<file path="src/rtl/spi_bus_pkg.sv">
// Shared definitions for the SPI command front end and the register-bus slaves.
//   - Frame field positions inside byte0 = {rw, mod[1:0], ioc[4:0]}
//   - Module ID constants for the bus slaves
//   - Decoder FSM state encoding
//   - cmd_byte(): assembles a byte0 from its fields
package spi_bus_pkg;

  localparam int RW_BIT  = 7;
  localparam int MOD_MSB = 6;
  localparam int MOD_LSB = 5;
  localparam int IOC_MSB = 4;
  localparam int IOC_LSB = 0;

  localparam logic [1:0] MOD_SYS = 2'd0;
  localparam logic [1:0] MOD_IO  = 2'd1;
  localparam logic [1:0] MOD_SMI = 2'd2;
  localparam logic [1:0] MOD_RSV = 2'd3;

  typedef enum logic [3:0] {
    ST_IDLE,
    ST_CMD,
    ST_FETCH,
    ST_WAIT,
    ST_LOAD,
    ST_DATA_TX,
    ST_DATA_RX,
    ST_STROBE,
    ST_DONE
  } state_e;

  function automatic logic [7:0] cmd_byte(input logic rw, input logic [1:0] mod,
                                          input logic [4:0] ioc);
    return {rw, mod, ioc};
  endfunction

endpackage

</file>
<file path="src/rtl/spi_cmd_decoder_if.sv">
// Register bus between the SPI command decoder and its slave modules.
//   o_ioc       register address (held for the whole frame)
//   o_data_out  write data
//   o_cs        one-hot module select, only during a strobe cycle
//   o_fetch_cmd 1-cycle read strobe
//   o_load_cmd  1-cycle write strobe
//   i_mod_data  read data, module k on [8k+7:8k]
// master = decoder side, slave = module side.
interface spi_cmd_decoder_if #(
  parameter int N_MODULES = 4
);
  logic [4:0]             o_ioc;
  logic [7:0]             o_data_out;
  logic [N_MODULES-1:0]   o_cs;
  logic                   o_fetch_cmd;
  logic                   o_load_cmd;
  logic [8*N_MODULES-1:0] i_mod_data;

  modport master (
    output o_ioc, o_data_out, o_cs, o_fetch_cmd, o_load_cmd,
    input  i_mod_data
  );

  modport slave (
    input  o_ioc, o_data_out, o_cs, o_fetch_cmd, o_load_cmd,
    output i_mod_data
  );
endinterface

</file>
<file path="src/rtl/spi_edge_sync.sv">
// Brings the asynchronous SPI pins into the system clock domain.
//   clk, rst   system clock, synchronous active-high reset
//   sck/ss_n/mosi  raw SPI pins
//   sck_rise   1-cycle pulse on a synchronised SCK rising edge
//   sck_fall   1-cycle pulse on a synchronised SCK falling edge
//   ss_act     synchronised slave select is active (low on the pin)
//   mosi_s     synchronised MOSI, aligned with sck_rise/sck_fall
module spi_edge_sync #(
  parameter int SYNC_STAGES = 3
) (
  input  logic clk,
  input  logic rst,
  input  logic sck,
  input  logic ss_n,
  input  logic mosi,
  output logic sck_rise,
  output logic sck_fall,
  output logic ss_act,
  output logic mosi_s
);

  logic [SYNC_STAGES-1:0] sck_q;
  logic [SYNC_STAGES-1:0] ss_n_q;
  logic [SYNC_STAGES-1:0] mosi_q;
  logic                   sck_prev_q;

  // Synchroniser chains; MOSI goes through the same depth as SCK so the
  // sampled bit lines up with the detected edge. SS_N resets inactive.
  always_ff @(posedge clk) begin
    if (rst) begin
      sck_q      <= '0;
      ss_n_q     <= '1;
      mosi_q     <= '0;
      sck_prev_q <= 1'b0;
    end else begin
      sck_q      <= {sck_q[SYNC_STAGES-2:0], sck};
      ss_n_q     <= {ss_n_q[SYNC_STAGES-2:0], ss_n};
      mosi_q     <= {mosi_q[SYNC_STAGES-2:0], mosi};
      sck_prev_q <= sck_q[SYNC_STAGES-1];
    end
  end

  assign sck_rise = sck_q[SYNC_STAGES-1] & ~sck_prev_q;
  assign sck_fall = ~sck_q[SYNC_STAGES-1] & sck_prev_q;
  assign ss_act   = ~ss_n_q[SYNC_STAGES-1];
  assign mosi_s   = mosi_q[SYNC_STAGES-1];

endmodule

</file>
<file path="src/rtl/spi_cmd_decoder.sv">
// SPI-slave (mode 0, MSB first) front end turning 2-byte host frames into
// register-bus cycles. Byte0 = {rw, mod, ioc}; byte1 is write data (rw=1) or
// the read byte returned on MISO (rw=0). Everything runs on i_sys_clk.
//   i_sys_clk, i_rst   system clock, synchronous active-high reset
//   i_spi_sck/ss_n/mosi  asynchronous SPI inputs
//   o_spi_miso         SPI data out, 0 outside the read data byte
//   bus                register bus (master side), see spi_cmd_decoder_if
module spi_cmd_decoder
  import spi_bus_pkg::*;
#(
  parameter int N_MODULES   = 4,
  parameter int SYNC_STAGES = 3
) (
  input  logic                     i_sys_clk,
  input  logic                     i_rst,
  input  logic                     i_spi_sck,
  input  logic                     i_spi_ss_n,
  input  logic                     i_spi_mosi,
  output logic                     o_spi_miso,
  spi_cmd_decoder_if.master        bus
);

  logic sck_rise, sck_fall, ss_act, mosi_s;

  spi_edge_sync #(.SYNC_STAGES(SYNC_STAGES)) u_sync (
    .clk      (i_sys_clk),
    .rst      (i_rst),
    .sck      (i_spi_sck),
    .ss_n     (i_spi_ss_n),
    .mosi     (i_spi_mosi),
    .sck_rise (sck_rise),
    .sck_fall (sck_fall),
    .ss_act   (ss_act),
    .mosi_s   (mosi_s)
  );

  state_e               state_q, state_d;
  logic [2:0]           bit_cnt_q, bit_cnt_d;
  logic [7:0]           cmd_sr_q, cmd_sr_d;
  logic [7:0]           data_sr_q, data_sr_d;
  logic [7:0]           tx_sr_q, tx_sr_d;
  logic [4:0]           ioc_q, ioc_d;
  logic [1:0]           mod_q, mod_d;

  logic                 mod_ok;
  logic [7:0]           rd_byte;
  logic                 fetch, load;
  logic [N_MODULES-1:0] cs;

  // Read-data mux; an out-of-range module leaves mod_ok low and the byte 0.
  always_comb begin
    rd_byte = '0;
    mod_ok  = 1'b0;
    for (int k = 0; k < N_MODULES; k++) begin
      if (int'(mod_q) == k) begin
        rd_byte = bus.i_mod_data[k*8 +: 8];
        mod_ok  = 1'b1;
      end
    end
  end

  // cs is tied to the strobe cycles so both always coincide.
  always_comb begin
    fetch = (state_q == ST_FETCH)  && mod_ok;
    load  = (state_q == ST_STROBE) && mod_ok;
    cs    = '0;
    for (int k = 0; k < N_MODULES; k++) begin
      cs[k] = (fetch || load) && (int'(mod_q) == k);
    end
  end

  always_comb begin
    state_d   = state_q;
    bit_cnt_d = bit_cnt_q;
    cmd_sr_d  = cmd_sr_q;
    data_sr_d = data_sr_q;
    tx_sr_d   = tx_sr_q;
    ioc_d     = ioc_q;
    mod_d     = mod_q;

    if (!ss_act) begin
      // Deselect aborts everything; a STROBE in progress still finishes
      // because the strobe is decoded from the current state.
      state_d   = ST_IDLE;
      bit_cnt_d = '0;
      cmd_sr_d  = '0;
      data_sr_d = '0;
      tx_sr_d   = '0;
      ioc_d     = '0;
      mod_d     = '0;
    end else begin
      unique case (state_q)
        ST_IDLE: state_d = ST_CMD;
        ST_CMD: begin
          if (sck_rise) begin
            cmd_sr_d  = {cmd_sr_q[6:0], mosi_s};
            bit_cnt_d = bit_cnt_q + 3'd1;
            if (bit_cnt_q == 3'd7) begin
              ioc_d   = cmd_sr_d[IOC_MSB:IOC_LSB];
              mod_d   = cmd_sr_d[MOD_MSB:MOD_LSB];
              state_d = cmd_sr_d[RW_BIT] ? ST_DATA_RX : ST_FETCH;
            end
          end
        end
        ST_FETCH: state_d = ST_WAIT;
        ST_WAIT:  state_d = ST_LOAD;
        ST_LOAD: begin
          // MISO is tx_sr[7], so bit 7 is on the pin as soon as this loads.
          tx_sr_d = rd_byte;
          state_d = ST_DATA_TX;
        end
        ST_DATA_TX: begin
          if (sck_rise) begin
            bit_cnt_d = bit_cnt_q + 3'd1;
            if (bit_cnt_q == 3'd7) begin
              tx_sr_d = '0;
              state_d = ST_DONE;
            end
          end else if (sck_fall && bit_cnt_q != 3'd0) begin
            // The byte0 trailing fall can land here; only falls after a
            // byte1 rise advance the shifter.
            tx_sr_d = {tx_sr_q[6:0], 1'b0};
          end
        end
        ST_DATA_RX: begin
          if (sck_rise) begin
            data_sr_d = {data_sr_q[6:0], mosi_s};
            bit_cnt_d = bit_cnt_q + 3'd1;
            if (bit_cnt_q == 3'd7) begin
              state_d = ST_STROBE;
            end
          end
        end
        ST_STROBE: state_d = ST_DONE;
        ST_DONE:   state_d = ST_DONE;
        default:   state_d = ST_IDLE;
      endcase
    end
  end

  always_ff @(posedge i_sys_clk) begin
    if (i_rst) begin
      state_q   <= ST_IDLE;
      bit_cnt_q <= '0;
      cmd_sr_q  <= '0;
      data_sr_q <= '0;
      tx_sr_q   <= '0;
      ioc_q     <= '0;
      mod_q     <= '0;
    end else begin
      state_q   <= state_d;
      bit_cnt_q <= bit_cnt_d;
      cmd_sr_q  <= cmd_sr_d;
      data_sr_q <= data_sr_d;
      tx_sr_q   <= tx_sr_d;
      ioc_q     <= ioc_d;
      mod_q     <= mod_d;
    end
  end

  assign o_spi_miso      = tx_sr_q[7];
  assign bus.o_ioc       = ioc_q;
  assign bus.o_data_out  = data_sr_q;
  assign bus.o_cs        = cs;
  assign bus.o_fetch_cmd = fetch;
  assign bus.o_load_cmd  = load;

endmodule

</file>
<file path="src/flat_wrapper.sv">
// flat-port wrapper written by rule: the top's interface ports become plain ports
module spi_cmd_decoder_flat import spi_bus_pkg::*;
#(
  parameter int N_MODULES   = 4,
  parameter int SYNC_STAGES = 3
)
  (i_sys_clk, i_rst, i_spi_sck, i_spi_ss_n, i_spi_mosi, o_spi_miso, bus_o_ioc, bus_o_data_out, bus_o_cs, bus_o_fetch_cmd, bus_o_load_cmd, bus_i_mod_data);
  spi_cmd_decoder_if #(.N_MODULES(N_MODULES)) bus_i ();
  input  logic i_sys_clk;
  input  logic i_rst;
  input  logic i_spi_sck;
  input  logic i_spi_ss_n;
  input  logic i_spi_mosi;
  output logic o_spi_miso;
  output wire logic [$bits(bus_i.o_ioc)-1:0] bus_o_ioc;
  output wire logic [$bits(bus_i.o_data_out)-1:0] bus_o_data_out;
  output wire logic [$bits(bus_i.o_cs)-1:0] bus_o_cs;
  output wire logic [$bits(bus_i.o_fetch_cmd)-1:0] bus_o_fetch_cmd;
  output wire logic [$bits(bus_i.o_load_cmd)-1:0] bus_o_load_cmd;
  input wire logic [$bits(bus_i.i_mod_data)-1:0] bus_i_mod_data;
  assign bus_o_ioc = bus_i.o_ioc;
  assign bus_o_data_out = bus_i.o_data_out;
  assign bus_o_cs = bus_i.o_cs;
  assign bus_o_fetch_cmd = bus_i.o_fetch_cmd;
  assign bus_o_load_cmd = bus_i.o_load_cmd;
  assign bus_i.i_mod_data = bus_i_mod_data;
  spi_cmd_decoder #(.N_MODULES(N_MODULES), .SYNC_STAGES(SYNC_STAGES)) u_core (.i_sys_clk(i_sys_clk), .i_rst(i_rst), .i_spi_sck(i_spi_sck), .i_spi_ss_n(i_spi_ss_n), .i_spi_mosi(i_spi_mosi), .o_spi_miso(o_spi_miso), .bus(bus_i));
endmodule
</file>
<file path="config.mk">
export PLATFORM = sky130hd
export DESIGN_NAME = spi_cmd_decoder_flat
export DESIGN_NICKNAME = d
export VERILOG_FILES = /design/src/rtl/spi_bus_pkg.sv /design/src/rtl/spi_cmd_decoder_if.sv /design/src/rtl/spi_edge_sync.sv /design/src/rtl/spi_cmd_decoder.sv /design/src/flat_wrapper.sv
export SDC_FILE = /design/constraint.sdc
export NUM_CORES = 1
export LEC_CHECK = 0
export CORE_ASPECT_RATIO = 0.7
export CORE_MARGIN = 2
export CORE_UTILIZATION = 44
export DETAILED_ROUTE_END_ITERATION = 8
export PLACE_DENSITY = 0.76
export SETUP_SLACK_MARGIN = 0.3
export SLEW_MARGIN = 20
export SYNTH_ARGS = -nofsm -noshare
export SYNTH_HDL_FRONTEND = slang
export SYNTH_SLANG_ARGS = --single-unit
</file>
<file path="constraint.sdc">
create_clock -name i_sys_clk -period 1.7 [get_ports i_sys_clk]
set_clock_uncertainty 0.05 [all_clocks]
set_input_delay 0.17 -clock i_sys_clk [delete_from_list [all_inputs] [get_ports i_sys_clk]]
set_output_delay 0.17 -clock i_sys_clk [all_outputs]
set_load 0.01 [all_outputs]
</file>
== Word level (Yosys, flattened, before mapping) ==
Index checks and enable logic that the tools add are counted.
Storage, ports and cells
  flip-flop bits (word level): 47
  bits of input ports: 37
  output and inout port bits: 20
  word-level logic and storage cells: 77
Operators by class
  $add $sub $neg: 1
  eq/ne operators: 20
  mux-type cells: 20
  bitwise operators: 4
  reductions and logical operators: 21
Operators with widths (number)
  8-bit two-way mux: 7
  4-bit one-hot mux with 8 select lines: 1
  4-bit two-way mux: 6
  4-bit by 3-bit equality test with 1-bit output, second input constant: 4
  8-bit one-hot mux with 2 select lines: 1
  2-bit by 1-bit != test with 1-bit output, second input constant: 6
  4-bit by 2-bit equality test with 1-bit output, second input constant: 2
  1-bit logical AND: 7
  2-bit AND reduction: 3
  3-bit AND reduction: 2
  6-bit AND reduction: 1
  2-bit equality test, second input constant: 2
  4-bit by 1-bit equality test with 1-bit output, second input constant: 1
  4-bit equality test, second input constant: 1
  4-bit logical NOT: 1
  1-bit two-way mux: 4
  2-bit OR reduction: 2
  3-bit by 1-bit adder with 3-bit output, second input constant: 1
  3-bit equality test, second input constant: 1
  3-bit two-way mux: 1
  3-bit by 1-bit != test with 1-bit output, second input constant: 1
  3-bit != test, second input constant: 1
  3-bit nonzero test: 1
  3-bit OR reduction: 1
  other kinds (6): 8

== Logic depth before layout (Yosys ltp) ==
  word-level depth: 8
  gate-level depth with buffers: 8
  depth with buffers taken out: 6

== By module ==
A second synthesis with hierarchy kept.
Second synthesis, totals
  cell total of the unflattened synthesis: 213
  area total of the unflattened synthesis: 2143.3 um2
Modules (own cells, without submodules)
  spi_cmd_decoder: times used 1, cells each 190, area each 1864.3 um2, seq. area each 740.7 um2
  spi_edge_sync: times used 1, cells each 23, area each 279.0 um2, seq. area each 200.2 um2

== Worst setup path after synthesis ==
OpenSTA, ideal clock, no wires.
  path kind: register to register
  start point: reg u_core.bit_cnt_q[0]
  end point: reg u_core.tx_sr_q[1]
  setup time: 0.116 ns
  arrival: 1.644 ns
  required time: 1.534 ns
  setup slack: -0.110 ns
  cell stages (with the launch flop): 9
  buffers on the path: 2
  clock period less this slack: 1.810 ns
  path through: dfxtp_1 -> ha_1 -> ha_1 -> and3b_1 -> clkbuf_2 -> a31o_1 -> buf_6 -> o21ba_4 -> o211a_1
Between the ends
  word-level cells in the longest chain between the ends: 4
  elaborated cells on any way between the ends: 6
  classes of those cells: eq/ne (3); reduce/logical (3)
RTL lines
  from (decl): RTL line spi_cmd_decoder.sv:38  | logic [2:0] bit_cnt_q, bit_cnt_d;
  from (signal assigned): RTL line spi_cmd_decoder.sv:152  | bit_cnt_q <= bit_cnt_d;
  3-bit nonzero test: RTL line spi_cmd_decoder.sv:119  | end else if (sck_fall && bit_cnt_q != 3'd0) begin
  1-bit logical AND: RTL line spi_cmd_decoder.sv:119
  3-bit by 1-bit != test with 1-bit output (no source line)
  3-bit AND reduction (no source line) (*)
  to (signal assigned): RTL line spi_cmd_decoder.sv:155  | tx_sr_q <= tx_sr_d;
  to (decl): RTL line spi_cmd_decoder.sv:41  | logic [7:0] tx_sr_q, tx_sr_d;
Mark *: on every way between the ends. The rest lies on a longest branch, timed or not.
A chain may end at the register's enable or synchronous reset.

== Worst setup path in the final report ==
  start point: reg u_core.state_q[2]
  end point: out bus_o_cs[2]
Between the ends
  word-level cells in the longest chain between the ends: 4
  elaborated cells on any way between the ends: 6
  classes of those cells: eq/ne (2); reduce/logical (4)
RTL lines
  from (decl): RTL line spi_cmd_decoder.sv:37  | state_e state_q, state_d;
  from (signal assigned): RTL line spi_cmd_decoder.sv:151  | state_q <= state_d;
  4-bit by 2-bit equality test with 1-bit output or 4-bit by 3-bit equality test with 1-bit output (tied branches): RTL line spi_cmd_decoder.sv:64, spi_cmd_decoder.sv:65
  1-bit logical AND, on equally long branches: RTL line spi_cmd_decoder.sv:64, spi_cmd_decoder.sv:65
  1-bit logical OR (*): RTL line spi_cmd_decoder.sv:68  | cs[k] = (fetch || load) && (int'(mod_q) == k);
  1-bit logical AND (*): RTL line spi_cmd_decoder.sv:68
  to (decl): RTL line flat_wrapper.sv:17  | output wire logic [$bits(bus_i.o_cs)-1:0] bus_o_cs;
Marked as above.

==> flow_metrics.tcl <==
set metrics [dict create \
    drv_cap 0 \
    nNetsFinal 336 \
    rsz0062_at_grt "yes" \
    cts_inserted_buffers 5 \
    synth_most_common_cell "dfxtp_1" \
    period_share 1.05 \
    hold_viol 0 \
    critical_path.max_fanout 2 \
    final_util 0.686 \
    synth_area_per_cell_um2 9.80 \
    yosysSeqAreaShare 0.425 \
    wl_per_cell_um 15.4 \
    cts.clk_slew.worst_paths_ns 0.09 \
    crit_required_ns 1.48 \
    grt_max_degree 20 \
    synth_mux_area_frac 0.171 \
    cts_tree "yes" \
    cts_root_buffer "clkbuf_8" \
    start_util 0.461 \
    max_stage_delay_ns 0.35 \
    critPathBufInv 3 \
    end_kind "output port" \
    cts_sinks 47 \
    violations "setup timing" \
    path_delay_family "simple AND/OR/NAND/NOR gates" \
    die_area_um2 5630 \
    num_vias 1894 \
    hold_depth 1 \
    yosysTopAreaCell "dfxtp_1" \
    cp.arrival_ns 1.56 \
    tns_ns -0.0948 \
    drive_gt1_frac 0.320 \
    die_w_um 88.8 \
    antenna-diode-count 0 \
    min-delay-start "u_core.u_sync.ss_n_q[0]" \
    period_minus_slack_ns 1.78 \
    p_leak_uw 0.00145 \
    final_antenna_net_count 0 \
    port_buffers 56 \
    r2r_slack_ns 0 \
    timing.rr.end "u_core.tx_sr_q[2]" \
    yosysUniqueCellTypes 44 \
    fillers 369 \
    grt_pass1_vias 1784 \
    io_pins 57 \
    slew_viol_final 0 \
    hp-class "register to register" \
    fp-row-count 21 \
    powerDensity_nw_per_um2 586 \
    synth_top_family_by_area "simple AND/OR/NAND/NOR gates" \
    synth_edf_count 0 \
    reg2reg_depth 6 \
    ir_drop_mv 0.366 \
    grt_usage 0.202 \
    grt_pass1_wl_um 8760 \
    drc 0 \
    synth_top_area_share 0.425 \
    syn_inst 226 \
    clk-insertion-delay-late_ns 0.30 \
    routabilityCongestion 0.822 \
    syn_area_um2 2220 \
    synthFlopType "dfxtp_1" \
    syn2layout_area_growth_pct 49.0 \
    synth_adder_area_share 0.0169 \
    die_h_um 63.4 \
    ys_ff_latch 47 \
    synth_compound_area_frac 0.119 \
    antenna_found_initial 0 \
    synthesis.nets 266 \
    path_cells "xnor2_2, nor3b_4, buf_4, buf_6, nand2_4, nor2_2, buf_2" \
    critPathSlowestCell "dfxtp_2" \
    synth_xor_area_frac 0.00791 \
    grt_overflow 0 \
    min_to "u_core.u_sync.ss_n_q[1]" \
    synthTopCellsByArea "dfxtp_1 42%, mux2i_1 8.1%, mux4_1 5.9%" \
    tightest_slew_ns 0.402 \
    synth-simple-area-share 0.210 \
    slew_headroom 0.732 \
    clockBufferDepth 2 \
    viasPerCell 5.17 \
    r2r-start "u_core.bit_cnt_q[1]" \
    post-dp-hpwl_um 3790 \
    layout_setup_ws_ns -0.0835 \
    synth_warnings 0 \
    worst_setup_path_start_kind "register" \
    path_class "register to output port" \
    postSynth.asyncResetShare 0 \
    firstDrtPassIters 4 \
    drt_iter0_drc 123 \
    fmax_ghz 0.561 \
    htree_levels 2 \
    routed_wl_um 5650 \
    finalSetupViolCount 2 \
    status "finished with violations" \
    ys_top_cells_by_count "47 x dfxtp_1, 24 x nor2_1, 21 x a21oi_1, 18 x mux2i_1" \
    core-area_um2 4810 \
]
-- metrics by stage --
stage          hold slack (ns)  power (uW)  cells  instance area [um2]  setup slack (ns)
2_1_floorplan            0.224        1170    226                 2260           -0.0857
3_3_place_gp             0.346        1260    349                 2920            0.0289
3_5_place_dp             0.352        1270    349                 2920          -0.00964
4_1_cts                  0.374        1950    364                 3110           -0.0101
5_1_grt                  0.365        2020    366                 3300            -0.152
6_report                 0.371        1930    366                 3300           -0.0835
-- area by class of cell --
class	instances	area [um2]	share of cell area
tap	69	86.3	0.0262
clock buffer	5	68.8	0.0208
sequential	47	955	0.289
clock inverter	3	22.5	0.00682
timing repair buffer	81	767	0.232
multi-input combinational	155	1380	0.418
inverter	6	22.5	0.00682
-- logic make-up after synthesis --
| group | count (synthesis) |
|---|---|
| and+or+nand+nor | 86 |
| DFF | 47 |
| AOI/OAI and AO/OA | 38 |
| muxes | 26 |
| buffers and inverters | 24 |
| adders and majority gates | 3 |
| xor gates and xnor gates | 2 |
-- registers in the layout (all words and copies together), names as in the netlist --
| signal | cells |
|---|---|
| u_core.bit_cnt_q | 3 |
| u_core.bus.o_data_out | 8 |
| u_core.bus.o_ioc | 5 |
| u_core.cmd_sr_q | 7 |
| u_core.mod_q | 2 |
| u_core.state_q | 4 |
| u_core.tx_sr_q | 8 |
| u_core.u_sync.mosi_q | 3 |
| u_core.u_sync.sck_prev_q | 1 |
| u_core.u_sync.sck_q | 3 |
| u_core.u_sync.ss_n_q | 3 |
-- layout by cell type, fill, tap and decap left out, types with 4 or more instances in the layout --
cell,synthesis,final
nand3_2,1,6
nand2_1,12,5
nor3_1,12,8
or2_2,4,4
clkbuf_8,0,5
inv_1,6,6
dlygate4sd2_1,0,12
clkdlybuf4s50_1,0,36
a21oi_2,0,8
o211a_1,6,6
buf_2,4,4
dfxtp_1,47,40
mux4_1,5,5
nor2b_1,8,6
nor2_1,24,23
buf_4,2,15
nor3_2,0,4
buf_6,1,8
nand2_2,0,4
dfxtp_2,0,5
mux2i_1,18,18
a21oi_1,21,13
-- layer usage --
metal	global-route usage	routed length, um
met5	0	0
met4	0.0455	41
met3	0.0498	273
met2	0.284	2560
met1	0.311	2770
-- worst reg2reg max path: stages, from the launching register on --
cell and delay (ns):
dfxtp_2 0.35, ha_4 0.16, ha_4 0.14, and3b_2 0.22, a31o_1 0.23, o21ba_4 0.24
o211a_1 0.21
-- power by group --
group          leakage (uW)  switching (uW)  internal (uW)  total (uW)
registers          0.000384            3.91           1110        1110
logic               0.00102            35.9           96.8         133
clock network     0.0000489             393            298         691
total               0.00145             433           1500        1930
-- timing repair --
action                                  CTS  global route
endpoints found under the setup margin   54            46
gates resized for setup                  54            44
hold buffers                              0             0
buffers inserted                          6             2
pin swaps                                 8            15
gates cloned                              1             0
-- worst max-delay path by stage --
stage	startpoint	end	slack [ns]	depth (start not counted)
after global placement	u_core.state_q[0]	bus_o_cs[2]	0.03	5
after floorplan	u_core.bit_cnt_q[0]	u_core.tx_sr_q[1]	-0.09	8
after global routing	u_core.state_q[2]	bus_o_cs[2]	-0.15	7
final	u_core.state_q[2]	bus_o_cs[2]	-0.08	7
after detailed placement	u_core.state_q[0]	bus_o_cs[2]	-0.01	5
after CTS	u_core.state_q[2]	bus_o_cs[2]	-0.01	7
No activity file was read; power rests on OpenSTA's default activity.
